===== src/rtl/sub_pkg.sv =====
// Shared types and elaboration-time checks for the serial subtractor.
package sub_pkg;

    typedef enum logic [1:0] {
        IDLE,
        RUN,
        DONE
    } sub_state_t;

    // Legal configurations: 1 <= digit <= width and digit divides width evenly.
    function automatic bit params_ok(input int width, input int digit);
        return (digit >= 1) && (digit <= width) && ((width % digit) == 0);
    endfunction

endpackage


===== src/rtl/digit_subtractor.sv =====
// DIGIT-bit ripple-borrow subtractor: {bo, d} = x - y - bi.
module digit_subtractor #(
    parameter int DIGIT = 4
) (
    input  logic [DIGIT-1:0] x,
    input  logic [DIGIT-1:0] y,
    input  logic             bi,
    output logic [DIGIT-1:0] d,
    output logic             bo,
    output logic             bmsb
);

    logic [DIGIT:0] br;

    always_comb begin
        br    = '0;
        d     = '0;
        br[0] = bi;
        for (int i = 0; i < DIGIT; i++) begin
            d[i]    = x[i] ^ y[i] ^ br[i];
            br[i+1] = (~x[i] & y[i]) | (~(x[i] ^ y[i]) & br[i]);
        end
    end

    assign bo   = br[DIGIT];
    assign bmsb = br[DIGIT-1];

endmodule


===== src/rtl/serial_subtractor.sv =====
// Multi-cycle a - b - bin, DIGIT bits per clock, LSB digit first, with
// valid/ready handshakes and registered borrow/zero/overflow flags.
//
//  state | meaning
//  IDLE  | in_ready high; waiting for operands
//  RUN   | one digit per clock, S clocks
//  DONE  | out_valid high; result held until out_ready
module serial_subtractor
    import sub_pkg::*;
#(
    parameter int WIDTH = 16,
    parameter int DIGIT = 4
) (
    input  logic             clk,
    input  logic             rst,
    input  logic             in_valid,
    output logic             in_ready,
    input  logic [WIDTH-1:0] a,
    input  logic [WIDTH-1:0] b,
    input  logic             bin,
    output logic             out_valid,
    input  logic             out_ready,
    output logic [WIDTH-1:0] diff,
    output logic             bout,
    output logic             zero,
    output logic             ovf
);

    localparam int S  = WIDTH / DIGIT;
    localparam int CW = $clog2(S + 1);
    localparam logic [CW-1:0] LAST = CW'(S - 1);

    if (!params_ok(WIDTH, DIGIT)) begin : g_bad_params
        $error("serial_subtractor: need 1 <= DIGIT <= WIDTH and WIDTH %% DIGIT == 0");
    end

    sub_state_t       state_q, state_d;
    logic [WIDTH-1:0] a_q, a_d, b_q, b_d;
    logic             br_q, br_d;
    logic [CW-1:0]    cnt_q, cnt_d;
    logic [WIDTH-1:0] diff_q, diff_d;
    logic             bout_q, bout_d, zero_q, zero_d, ovf_q, ovf_d;

    logic [DIGIT-1:0] dig_d;
    logic             dig_bo, dig_bmsb;
    logic [WIDTH-1:0] a_shift, b_shift;

    digit_subtractor #(.DIGIT(DIGIT)) u_digit (
        .x    (a_q[DIGIT-1:0]),
        .y    (b_q[DIGIT-1:0]),
        .bi   (br_q),
        .d    (dig_d),
        .bo   (dig_bo),
        .bmsb (dig_bmsb)
    );

    // The digits vacated at the top of a_q collect the result, so after S
    // steps a_shift holds the complete difference.
    if (S == 1) begin : g_single
        assign a_shift = dig_d;
        assign b_shift = '0;
    end else begin : g_multi
        assign a_shift = {dig_d, a_q[WIDTH-1:DIGIT]};
        assign b_shift = {{DIGIT{1'b0}}, b_q[WIDTH-1:DIGIT]};
    end

    assign in_ready  = (state_q == IDLE);
    assign out_valid = (state_q == DONE);
    assign diff      = diff_q;
    assign bout      = bout_q;
    assign zero      = zero_q;
    assign ovf       = ovf_q;

    always_ff @(posedge clk or posedge rst) begin
        if (rst) begin
            state_q <= IDLE;
        end else begin
            state_q <= state_d;
        end
    end

    always_comb begin
        state_d = state_q;
        a_d     = a_q;
        b_d     = b_q;
        br_d    = br_q;
        cnt_d   = cnt_q;
        diff_d  = diff_q;
        bout_d  = bout_q;
        zero_d  = zero_q;
        ovf_d   = ovf_q;
        case (state_q)
            IDLE: begin
                if (in_valid) begin
                    a_d     = a;
                    b_d     = b;
                    br_d    = bin;
                    cnt_d   = '0;
                    state_d = RUN;
                end
            end
            RUN: begin
                a_d   = a_shift;
                b_d   = b_shift;
                br_d  = dig_bo;
                cnt_d = cnt_q + 1'b1;
                if (cnt_q == LAST) begin
                    diff_d  = a_shift;
                    bout_d  = dig_bo;
                    zero_d  = (a_shift == '0);
                    ovf_d   = dig_bmsb ^ dig_bo;
                    state_d = DONE;
                end
            end
            DONE: begin
                if (out_ready) begin
                    state_d = IDLE;
                end
            end
            default: state_d = IDLE;
        endcase
    end

    always_ff @(posedge clk or posedge rst) begin
        if (rst) begin
            a_q    <= '0;
            b_q    <= '0;
            br_q   <= 1'b0;
            cnt_q  <= '0;
            diff_q <= '0;
            bout_q <= 1'b0;
            zero_q <= 1'b0;
            ovf_q  <= 1'b0;
        end else begin
            a_q    <= a_d;
            b_q    <= b_d;
            br_q   <= br_d;
            cnt_q  <= cnt_d;
            diff_q <= diff_d;
            bout_q <= bout_d;
            zero_q <= zero_d;
            ovf_q  <= ovf_d;
        end
    end

endmodule


===== config.mk =====
export PLATFORM = sky130hd
export DESIGN_NAME = serial_subtractor
export DESIGN_NICKNAME = d
export VERILOG_FILES = /design/src/rtl/sub_pkg.sv /design/src/rtl/digit_subtractor.sv /design/src/rtl/serial_subtractor.sv
export SDC_FILE = /design/constraint.sdc
export NUM_CORES = 1
export LEC_CHECK = 0
export ABC_AREA = 1
export BUFFER_PORTS_ARGS = -buffer_cell sky130_fd_sc_hd__clkbuf_2
export CAP_MARGIN = 5
export CORE_MARGIN = 5
export CORE_UTILIZATION = 37
export CTS_BUF_LIST = sky130_fd_sc_hd__clkbuf_16
export CTS_CLUSTER_SIZE = 40
export DETAILED_ROUTE_END_ITERATION = 12
export PLACE_DENSITY_LB_ADDON = 0.15
export SLEW_MARGIN = 15
export SYNTH_ARGS = -nofsm -noshare
export SYNTH_HDL_FRONTEND = slang
export SYNTH_SLANG_ARGS = --single-unit

===== constraint.sdc =====
create_clock -name clk -period 2.56 [get_ports clk]
set_input_delay 0.64 -clock clk [delete_from_list [all_inputs] [get_ports clk]]
set_output_delay 0.64 -clock clk [all_outputs]
set_load 0.03 [all_outputs]

==> metrics.md <==
| Metric | Value |
|---|---|
| Outcome | finished, final reports clean |
| Synth Net Count | between 300 and 400 |
| Slew @ Worst Pin | slightly below 600 ps |
| Netlist Area Pre-Place | between 0.002 and 0.003 mm^2 |
| Port-buffer cells | 57 |
| Syn avg cell area | 8.90 um^2 |
| Wl on met1 | 3.07 mm |
| Antenna Nets Post-Route | 0 |
| Die width | 95.2 um |
| Compound-Gate Fraction of Synth Area | 14.8% |
| Fin. max-slew vios | 0 |
| Die H | around 95 um |
| Vias in the first global route | between 2,000 and 2,500 |
| Vias | between 2,000 and 2,500 |
| GRT Residual Overflow | 0 |
| CP top delay family | adder cells |
| Clock tree buffer depth | 2 |
| Maximum clock rate | 427 MHz |
| Pleak | around 1.7 nW |
| RePlAce Congestion | 0.766 |
| P&R area growth vs syn | 24.3% |
| Post-CTS Resized | 0 |
| Sink Count | 57 |
| Layout cell share with drive strength beyond 1 | between 20% and 30% |
| Setup TNS | 0 ps |
| Reg-to-Reg End | zero |
| Ant. Diodes | 0 |
| FF+latch count, synth | 57 |
| Worst vdd ir | 0.681 mV |
| Mux contribution to synthesized area | 0% |
| # H-tree levels | 3 |
| CP max stage cell | fa_2 |
| CTS Buf Count | 9 |
| Worst Setup SP | b_q[0] |
| Post-Synth Simple-Gate Area | 21.6% |
| Cells after synthesis | 302 |
| Nets@finish | around 400 |
| # DRC | 0 |
| Non-filler cells, final | about 460 |
| Startpoint type of the worst setup path | flop |
| Largest family of logic cells by synthesized area | simple AND/OR/NAND/NOR gates |
| Unrepaired setup endpoints after global routing | no |
| FILL cells | between 700 and 800 |
| Register area share after synthesis | a little over half |
| Metal3 WL | 364 um |
| Fin. Hold Viols | 0 |
| Final cycle utilization of the critical path | between 90% and 100% |
| Slew headroom | between 60 and 70% |
| Crit path capture type | flop |
| Total design power | ~5.3 mW |
| CP endpoint | zero |
| Dpl hpwl | around 4.3 mm |
| Flop2flop setup slack | 220 ps |
| Worst Path Arrival | about 2600 ps |
| Global-route wire length before repair | ~11 mm |
| Peak per-stage delay on the critical path | between 400 and 500 ps |
| Num ports | between 50 and 60 |
| FP Rows | 31 |
| Initial antenna violation count | 0 |
| Setup CP Type | flop to flop |
| Worst r2r path cells | 12 |
| TritonCTS clock tree | yes |
| Gr usage total | roughly 15% |
| Post-CTS setup buffer count | 0 |
| Initial Util | 37.5% |
| Via density | 4.66 |
| DP Area | slightly above 0.003 mm^2 |
| Worst Skew | about 5.1 ps |
| Tmin final | approximately 2300 ps |
| Final wirelength | 6.39 mm |
| WL met2 | roughly 2.8 mm |
| Yosys cell types | 27 |
| Cell area after layout | about 0.0033 mm^2 |
| Clock Latency Late Sink | about 330 ps |
| Hold Buf Count CTS | 0 |
| HP Class | input pin to async pin |
| MaxCap Viol Count | 0 |
| DR iter-0 viols | 67 |
| DR WL/cell | about 14 um |
| Worst-path cell chain | inv_1, fa_1, inv_1, fa_2, fa_2, inv_1, fa_2, nor2_1, nand2_1, nor2_1, nand3_1, nand2_1 |
| Largest net degree at the start of global routing | 37 |
| Synth Warn # | 0 |
| Initial DRT Pass Iterations | 4 |
| Final core occ | 46.6% |
| Worst endpoint required time | around 2800 ps |
| Placed insts | roughly 450 |
| FF-to-FF Start | b_q[0] |
| Post-synthesis xor/xnor area fraction | less than 1% |
| Critical Path Stages | 12 |
| Highest routed layer | met4 |
| Die ar. | 0.00907 mm^2 |
| Pwr/cell area | between 1500 and 2000 mW/mm^2 |
| Buffers and inverters on the worst path | 3 |
| Count of final setup violators | 0 |
| Core footprint | between 0.007 and 0.008 mm^2 |
| CTS root buf | clkbuf_16 |
| Adder-cell share of the synthesized area | slightly below 4% |
| Worst-path fanout max | 3 |
| CTS clk-pin slew, worst paths | around 50 ps |
[worst min path at each step]
stage | start | depth (start not counted) | to
floorplan | b_q[12] | 2 | b_q[12]
global placement | b_q[12] | 2 | b_q[12]
detailed placement | b_q[14] | 2 | b_q[14]
CTS | rst | 2 | diff[8]
global route | rst | 2 | diff[9]
finish | rst | 2 | a_q[9]
[per-stage QoR]
step	setup WS [ps]	hold WS [ps]
after global placement	144	452
after CTS	90.1	338
after detailed placement	99.5	455
after floorplan	250	437
final	218	328
after global routing	59.5	369
[final cells by class]
cell class | count | area (um^2) | share of cell area, %
Timing Repair Buffer | 60 | 320 | 9.58
Multi-Input combinational cell | 216 | 1100 | 32.9
Sequential cell | 57 | 1430 | 42.7
Clock inverter | 6 | 83.8 | 2.51
Inverter | 14 | 62.6 | 1.87
Tap cell | 99 | 124 | 3.71
Clock buffer | 9 | 225 | 6.74
[placed cells by master (no fill, tap or decap), drive strengths merged]
master | synthesis | final
nand2 | 94 | 94
o22ai | 2 | 2
a21oi | 2 | 2
clkbuf | 2 | 66
fa | 4 | 4
o31ai | 1 | 1
ha | 2 | 2
clkinv | 0 | 2
xor2 | 1 | 1
bufinv | 0 | 2
buf | 13 | 3
inv | 14 | 14
a22o | 1 | 1
nand3 | 5 | 5
clkinvlp | 0 | 2
nor2 | 43 | 43
o21ai | 61 | 61
dfrtp | 57 | 57
[kinds of logic (layout without fill, tap and decap cells)]
| kind of cell | count (synthesis) | after routing |
|---|---|---|
| AO/OA/AOI/OAI | 67 | 67 |
| XOR/XNOR | 1 | 1 |
| adder cells (fa/ha/maj) | 6 | 6 |
| buffers and inverters | 29 | 89 |
| flip-flops | 57 | 57 |
| AND/OR/NAND/NOR | 142 | 142 |
[Yosys cell counts]
master	count	share of area, %
buf_2	5	0.93
a22o_1	1	0.33
a21oi_1	1	0.19
o22ai_2	2	0.93
nand3_1	5	0.93
nor2_8	1	0.74
nor2_1	42	5.9
o21ai_0	21	3.9
buf_4	4	1.1
ha_1	2	0.93
o21ai_2	7	2.3
a21oi_2	1	0.33
inv_4	1	0.23
nand2_4	3	1.3
o21ai_4	1	0.61
o31ai_1	1	0.28
dfrtp_1	57	53
inv_1	11	1.5
inv_2	1	0.14
clkbuf_1	2	0.28
fa_1	4	3.0
xor2_1	1	0.33
o21ai_1	32	6.0
nand2_2	1	0.23
buf_6	4	1.7
inv_8	1	0.42
nand2_1	90	13
[state kept, by name, summed over array words and instances, names as in the netlist]
register	count
b_q	16
br_q	1
bout	1
cnt_q	3
a_q	16
diff	16
ovf	1
state_q	2
zero	1
[metal layers]
layer,GRT usage [%],vias up
li1,-,1077
met5,0,-
met4,7.57,0
met3,4.34,11
met1,21.4,1012
met2,22.3,50
[report_power, final]
| part | total, mW | internal, mW | switching [mW] |
|---|---|---|---|
| sequential | 1.68 | 1.34 | 0.343 |
| combinational | 2.32 | 0.828 | 1.49 |
| clock | 1.25 | 0.839 | 0.409 |
Note: power is estimated with default switching activity, not from simulation.
